## config.mk

```make
export PLATFORM = sky130hd
export DESIGN_NAME = axi4_lite_reg_slave
export DESIGN_NICKNAME = d
export VERILOG_FILES = /design/src/rtl/axi4_lite_reg_slave_pkg.sv /design/src/rtl/axi4_lite_reg_bank.sv /design/src/rtl/axi4_lite_reg_slave.sv
export SDC_FILE = /design/constraint.sdc
export NUM_CORES = 1
export LEC_CHECK = 0
export ABC_AREA = 1
export CAP_MARGIN = 10
export CORE_AREA = 2 2 260 262
export CTS_CLUSTER_DIAMETER = 150
export DETAILED_ROUTE_END_ITERATION = 8
export DIE_AREA = 0 0 262 264
export PLACE_DENSITY = 0.7
export SKIP_LAST_GASP = 1
export SLEW_MARGIN = 25
export SYNTH_ARGS = -nofsm -noshare
export SYNTH_HDL_FRONTEND = slang
export SYNTH_SLANG_ARGS = --single-unit
```

## constraint.sdc

```tcl
create_clock -name ACLK -period 5.6 [get_ports ACLK]
set_clock_uncertainty 0.1 [all_clocks]
set_input_delay 1.4 -clock ACLK [delete_from_list [all_inputs] [get_ports ACLK]]
set_output_delay 1.4 -clock ACLK [all_outputs]
set_load 0.02 [all_outputs]
```

## src/rtl/axi4_lite_reg_slave_pkg.sv

```systemverilog
// Shared types for the AXI4-Lite register slave: response codes and the
// write/read channel state encodings.
package axi4_lite_reg_slave_pkg;

  typedef enum logic [1:0] {
    RESP_OKAY   = 2'b00,
    RESP_SLVERR = 2'b10
  } resp_t;

  typedef enum logic [1:0] {
    WR_IDLE,
    WR_WAIT_W,
    WR_WAIT_AW,
    WR_RESP
  } wr_state_t;

  typedef enum logic {
    RD_IDLE,
    RD_DATA
  } rd_state_t;

endpackage

```

## src/rtl/axi4_lite_reg_bank.sv

```systemverilog
// Register storage behind the slave: one byte-strobed write port, one
// combinational read port, flat export of all registers plus write strobes.
module axi4_lite_reg_bank #(
  parameter int DATA_WIDTH = 32,
  parameter int NUM_REGS   = 16,
  parameter int IDX_W      = 4
) (
  input  logic                           clock,
  input  logic                           reset,
  input  logic                           wr_en,
  input  logic [IDX_W-1:0]               wr_idx,
  input  logic [DATA_WIDTH-1:0]          wr_data,
  input  logic [DATA_WIDTH/8-1:0]        wr_strb,
  input  logic [IDX_W-1:0]               rd_idx,
  output logic [DATA_WIDTH-1:0]          rd_data,
  output logic [NUM_REGS*DATA_WIDTH-1:0] regs,
  output logic [NUM_REGS-1:0]            wr_pulse
);

  localparam int STRB_W = DATA_WIDTH / 8;

  logic [NUM_REGS-1:0][DATA_WIDTH-1:0] mem;

  // Index comparisons per register keep non-power-of-two banks from ever
  // touching a slot that does not exist.
  always_ff @(posedge clock) begin
    if (reset) begin
      mem      <= '0;
      wr_pulse <= '0;
    end else begin
      for (int i = 0; i < NUM_REGS; i++) begin
        wr_pulse[i] <= wr_en && (wr_idx == IDX_W'(i));
        if (wr_en && (wr_idx == IDX_W'(i))) begin
          for (int b = 0; b < STRB_W; b++) begin
            if (wr_strb[b]) mem[i][b*8 +: 8] <= wr_data[b*8 +: 8];
          end
        end
      end
    end
  end

  always_comb begin
    rd_data = '0;
    for (int i = 0; i < NUM_REGS; i++) begin
      if (rd_idx == IDX_W'(i)) rd_data = mem[i];
    end
  end

  assign regs = mem;

endmodule

```

## src/rtl/axi4_lite_reg_slave.sv

```systemverilog
// AXI4-Lite slave endpoint for a flat bank of read/write registers, with
// byte strobes, SLVERR on out-of-range addresses and AW/W in either order.
module axi4_lite_reg_slave
  import axi4_lite_reg_slave_pkg::*;
#(
  parameter int                    ADDR_WIDTH = 32,
  parameter int                    DATA_WIDTH = 32,
  parameter int                    NUM_REGS   = 16,
  parameter logic [ADDR_WIDTH-1:0] BASE_ADDR  = '0
) (
  input  logic                           ACLK,
  input  logic                           ARESET,
  input  logic [ADDR_WIDTH-1:0]          AWADDR,
  input  logic                           AWVALID,
  output logic                           AWREADY,
  input  logic [DATA_WIDTH-1:0]          WDATA,
  input  logic [DATA_WIDTH/8-1:0]        WSTRB,
  input  logic                           WVALID,
  output logic                           WREADY,
  output logic [1:0]                     BRESP,
  output logic                           BVALID,
  input  logic                           BREADY,
  input  logic [ADDR_WIDTH-1:0]          ARADDR,
  input  logic                           ARVALID,
  output logic                           ARREADY,
  output logic [DATA_WIDTH-1:0]          RDATA,
  output logic [1:0]                     RRESP,
  output logic                           RVALID,
  input  logic                           RREADY,
  output logic [NUM_REGS*DATA_WIDTH-1:0] regs_o,
  output logic [NUM_REGS-1:0]            wr_pulse_o
);

  localparam int STRB_W = DATA_WIDTH / 8;
  localparam int LSB    = $clog2(STRB_W);
  localparam int IDX_W  = (NUM_REGS > 1) ? $clog2(NUM_REGS) : 1;

  function automatic logic addr_hit(input logic [ADDR_WIDTH-1:0] addr);
    return (addr >= BASE_ADDR) &&
           (((addr - BASE_ADDR) >> LSB) < ADDR_WIDTH'(NUM_REGS));
  endfunction

  function automatic logic [IDX_W-1:0] addr_idx(input logic [ADDR_WIDTH-1:0] addr);
    return IDX_W'((addr - BASE_ADDR) >> LSB);
  endfunction

  wr_state_t               wr_state;
  rd_state_t               rd_state;
  logic [ADDR_WIDTH-1:0]   aw_addr_q;
  logic [DATA_WIDTH-1:0]   w_data_q;
  logic [STRB_W-1:0]       w_strb_q;
  logic                    aw_hs, w_hs, ar_hs;
  logic                    commit, commit_hit;
  logic [ADDR_WIDTH-1:0]   commit_addr;
  logic [DATA_WIDTH-1:0]   commit_data;
  logic [STRB_W-1:0]       commit_strb;
  logic [DATA_WIDTH-1:0]   rd_data;

  assign aw_hs = AWVALID && AWREADY;
  assign w_hs  = WVALID && WREADY;
  assign ar_hs = ARVALID && ARREADY;

  // The write commits on whichever edge completes the second handshake;
  // the half that arrived earlier comes from its holding register.
  always_comb begin
    commit      = 1'b0;
    commit_addr = AWADDR;
    commit_data = WDATA;
    commit_strb = WSTRB;
    case (wr_state)
      WR_IDLE:    commit = aw_hs && w_hs;
      WR_WAIT_W: begin
        commit      = w_hs;
        commit_addr = aw_addr_q;
      end
      WR_WAIT_AW: begin
        commit      = aw_hs;
        commit_data = w_data_q;
        commit_strb = w_strb_q;
      end
      default: ;
    endcase
  end

  assign commit_hit = addr_hit(commit_addr);

  always_ff @(posedge ACLK) begin
    if (ARESET) begin
      wr_state  <= WR_IDLE;
      AWREADY   <= 1'b0;
      WREADY    <= 1'b0;
      BVALID    <= 1'b0;
      BRESP     <= RESP_OKAY;
      aw_addr_q <= '0;
      w_data_q  <= '0;
      w_strb_q  <= '0;
    end else if (commit) begin
      AWREADY  <= 1'b0;
      WREADY   <= 1'b0;
      BVALID   <= 1'b1;
      BRESP    <= commit_hit ? RESP_OKAY : RESP_SLVERR;
      wr_state <= WR_RESP;
    end else begin
      case (wr_state)
        WR_IDLE: begin
          if (aw_hs) begin
            aw_addr_q <= AWADDR;
            AWREADY   <= 1'b0;
            wr_state  <= WR_WAIT_W;
          end else if (w_hs) begin
            w_data_q <= WDATA;
            w_strb_q <= WSTRB;
            WREADY   <= 1'b0;
            wr_state <= WR_WAIT_AW;
          end else begin
            AWREADY <= 1'b1;
            WREADY  <= 1'b1;
          end
        end
        WR_RESP: begin
          if (BREADY) begin
            BVALID   <= 1'b0;
            AWREADY  <= 1'b1;
            WREADY   <= 1'b1;
            wr_state <= WR_IDLE;
          end
        end
        default: ;
      endcase
    end
  end

  // Read data is captured from the bank before any same-edge write lands,
  // so a colliding read returns the previous contents.
  always_ff @(posedge ACLK) begin
    if (ARESET) begin
      rd_state <= RD_IDLE;
      ARREADY  <= 1'b0;
      RVALID   <= 1'b0;
      RDATA    <= '0;
      RRESP    <= RESP_OKAY;
    end else begin
      case (rd_state)
        RD_IDLE: begin
          if (ar_hs) begin
            ARREADY  <= 1'b0;
            RVALID   <= 1'b1;
            RDATA    <= addr_hit(ARADDR) ? rd_data : '0;
            RRESP    <= addr_hit(ARADDR) ? RESP_OKAY : RESP_SLVERR;
            rd_state <= RD_DATA;
          end else begin
            ARREADY <= 1'b1;
          end
        end
        RD_DATA: begin
          if (RREADY) begin
            RVALID   <= 1'b0;
            ARREADY  <= 1'b1;
            rd_state <= RD_IDLE;
          end
        end
      endcase
    end
  end

  axi4_lite_reg_bank #(
    .DATA_WIDTH (DATA_WIDTH),
    .NUM_REGS   (NUM_REGS),
    .IDX_W      (IDX_W)
  ) u_bank (
    .clock    (ACLK),
    .reset    (ARESET),
    .wr_en    (commit && commit_hit),
    .wr_idx   (addr_idx(commit_addr)),
    .wr_data  (commit_data),
    .wr_strb  (commit_strb),
    .rd_idx   (addr_idx(ARADDR)),
    .rd_data  (rd_data),
    .regs     (regs_o),
    .wr_pulse (wr_pulse_o)
  );

endmodule
```

==> results summary <==
The power density over cell area is roughly 290 mW/mm^2. In the layout the commonest cells are 1143 x sky130_fd_sc_hd__nand2_1, 668 x sky130_fd_sc_hd__clkdlybuf4s50_1, 636 x sky130_fd_sc_hd__dfxtp_1. The number of search-and-repair iterations in the first detailed-routing pass came out at 6. Leaving out fill and tap cells, the most frequent cell in the layout is sky130_fd_sc_hd__nand2_1.

The largest fanout on the critical path is 27. The TritonCTS buffer count came out at between 60 and 70. The I/O pin total is 676. The worst register-to-register path begins at wr_state[1]$_SDFFE_PP0P_. The clock slew at the register clock pins of the worst setup and hold paths came out at approximately 0.060 ns. The wire length of the first global-routing pass is 170000 um. The critical path is of the reg -> reg type. The layout overhead on the synthesized area is 33.6%. The number of cells on the worst reg-to-reg path is 8. The number of design-rule violations left by the first detailed-router iteration came out at roughly 3000. The final count of hold timing violations came to 0. The endpoint of the most critical setup path is u_bank.regs[303]$_SDFFE_PP0P_. The count of buffers inserted at the top-level ports came out at ~670. The via-per-instance ratio came out at 5.30. The met3 demand-to-capacity share in global routing is around 8.0%. The final critical-path setup slack came out at between 1.5 and 2 ns. For this design, the CTS-stage hold fixing added 0 buffers.

The register bit count reported by yosys came out at 636. Across all layers, the routed design uses 29100 vias. The area of the core came out at between 0.06 and 0.07 mm^2. After technology mapping, the gate count stands at roughly 4000. The count of final setup violators is 0. Yosys mapped the design onto 37 distinct sky130hd cell types.

The path class of the tightest hold or removal check is reg -> reg. In this run the post-CTS setup repair buffer count came out at 0. Summed over all layers, the global routing overflow is 0. The setup TNS after final layout is 0 ns. The number of antenna violations at the first check in global routing is 3. The flow ran to the end, and the final reports show no timing, DRC or antenna violations.

The share of the core filled with cells came out at 56.2%. The worst setup path is launched from a flip-flop. The site row count is 95. The via count of the first global-routing pass came out at 26700.

The post-synthesis average cell area is approximately 7 um^2. The worst endpoint data arrival time came out at between 4 and 5 ns. The post-layout minimum cycle time is about 3.9 ns. The width of the die is 262 um. The maximum number of pins on one net before global-route repair is around 180. The number of placed instances with taps included came out at about 5400.

For met1 alone, demand over resource in global routing was 39.5%. The design draws between 0.01 and 0.015 W. The data required time at the worst endpoint is between 6 and 7 ns. For met2 alone, demand over resource in global routing was about 53%. The effective utilization at floorplan came out at between 40% and 50%. The number of gates resized after CTS was 0.

The TritonCTS sink count is roughly 640. The overall routed net length is ~120000 um. The depth of the CTS H-tree is 3. The routed wirelength normalized by instance count came out at approximately 21 um.

The slew at the pin with the worst max-slew slack came out at between 1 and 1.5 ns. The worst slew margin relative to its limit came out at between 30% and 40%. The count of unresolved DRC violations after routing came out at 0. CTS placed an instance of sky130_fd_sc_hd__clkbuf_16 at the clock tree root.

The sequential cell area fraction in the yosys report is ~45%. The global routing usage summed across all routing layers came out at approximately 32%. The clock tree buffer depth is 3.

Tracing the worst setup path back leads to its startpoint at wr_state[1]$_SDFFE_PP0P_. The final-stage net count came out at 4673. The antenna violation net count after detailed routing came out at 0. The busiest layer in global routing is met2. The global placer's final weighted congestion came out at 0.901.

TritonCTS built the clock tree. The clock insertion delay at the later pin of the skew report came out at ~0.62 ns. Across all register-to-register paths, the minimum setup slack is roughly 1.7 ns. The number of maximum-capacitance constraint violations came out at 0.

The total leakage power came out at between 10 and 15 nW. The floorplan die area is slightly below 0.07 mm^2. The count of filler cells inserted in the layout is ~6300. In this run the critical register-to-register path is captured at u_bank.regs[303]$_SDFFE_PP0P_.

The type of destination of the critical path is a flip-flop. The count of non-filler cells in the finished layout came out at about 5500. The height of the chip came out at 264 um.

The highest achievable clock rate is about 260 MHz. The number of pins with negative max-slew slack in the final report is 0. During synthesis, Yosys emitted a total of 0 warnings. The detailed placement HPWL is ~86000 um.

The mapped cell area is around 0.028 mm^2. The worst setup slack after placement came out at 1.19 ns. The proportion of layout cells with a drive suffix above 1 is 6.56%. The worst-case vdd ir drop came out at about 0.00032 V.

Dividing the final minimum period by the clock period gives slightly below 70%. Setup repair after global routing left no endpoint under its margin.
[worst max-delay path: stages (launching register included)]
cell,delay [ns]
sky130_fd_sc_hd__dfxtp_1,0.51
sky130_fd_sc_hd__inv_1,0.12
sky130_fd_sc_hd__nor2_2,0.49
sky130_fd_sc_hd__buf_4,0.43
sky130_fd_sc_hd__mux2i_1,0.26
sky130_fd_sc_hd__clkinv_1,0.73
sky130_fd_sc_hd__nand2_1,0.84
sky130_fd_sc_hd__o21ai_0,0.15
sky130_fd_sc_hd__a21oi_1,0.14
[worst min-delay path by stage]
stage                     depth (start not counted)                            end                          start  slack [ns]
after floorplan                                   1            RVALID$_SDFFE_PP0P_            rd_state$_SDFF_PP0_        0.36
after global placement                            2  u_bank.regs[355]$_SDFFE_PP0P_  u_bank.regs[355]$_SDFFE_PP0P_        0.35
after detailed placement                          2  u_bank.regs[290]$_SDFFE_PP0P_  u_bank.regs[290]$_SDFFE_PP0P_        0.35
after CTS                                         2  u_bank.regs[290]$_SDFFE_PP0P_  u_bank.regs[290]$_SDFFE_PP0P_        0.36
after global routing                              2    u_bank.regs[2]$_SDFFE_PP0P_    u_bank.regs[2]$_SDFFE_PP0P_        0.37
final                                             2  u_bank.regs[127]$_SDFFE_PP0P_  u_bank.regs[127]$_SDFFE_PP0P_        0.36
[logic make-up after synthesis]
kind of cell | Yosys count | synth area share (%)
AO/OA/AOI/OAI | 975 | 17.5
buffers and inverters | 640 | 9.28
flip-flops | 636 | 45.4
multiplexers | 4 | 0.143
other | 1 | 0.0134
AND/OR/NAND/NOR | 1759 | 27.6
[power by group]
group / switching, W / internal [W]
Clock: 0.00194 / 0.00263
Combinational: 0.00109 / 0.000317
Sequential: 0.0000701 / 0.00465
Total: 0.00310 / 0.00760
[per-layer routing]
metal  vias to the layer above  part of all wire (%)
met5                         -                     0
met4                         0                   5.6
met3                       289                   8.7
met2                      1224                    47
met1                     13500                    39
li1                      14100                     -
[registers in the layout, indices dropped and copies added, names as in the netlist]
| signal | cells |
|---|---|
| w_data_q | 32 |
| ARREADY | 1 |
| wr_state | 2 |
| BVALID | 1 |
| BRESP | 1 |
| w_strb_q | 4 |
| u_bank.wr_pulse | 16 |
| WREADY | 1 |
| AWREADY | 1 |
| RDATA | 32 |
| u_bank.regs | 512 |
| RVALID | 1 |
| RRESP | 1 |
| rd_state | 1 |
| aw_addr_q | 30 |
[final cells by class]
class	instances	area (um^2)	area share (%)
well taps	873	1090	2.92
multi-input cells	2740	12700	34.0
repair buffers	708	7040	18.8
clock inverters	15	131	0.351
flip-flops and latches	636	12700	34.0
diodes	2	5.00	0.0134
inverters	411	1590	4.24
clock buffers	107	2100	5.61
[synthesized netlist by cell type, drive strengths merged]
library cell | number | area (um^2)
o211a | 1 | 10.0
nor4 | 13 | 81.3
a211oi | 4 | 30.0
clkbuf | 148 | 556
mux2i | 4 | 40.0
or2 | 40 | 250
a21oi | 603 | 3020
nand3 | 149 | 1160
nor2 | 282 | 1180
conb | 1 | 3.75
or4 | 1 | 7.51
nand4 | 70 | 438
dfxtp | 636 | 12700
o21ai | 365 | 1840
nand2 | 1143 | 4290
buf | 81 | 463
clkinv | 33 | 159
nor3 | 61 | 327
a221oi | 2 | 17.5
inv | 378 | 1420
[through the flow]
step	hold slack, ns	cell area [um^2]
after global routing	0.374	37400
final	0.361	37400
after CTS	0.359	37400
after global placement	0.347	35200
after detailed placement	0.350	35200
after floorplan	0.359	28000
No activity file was read; power rests on OpenSTA's default activity.
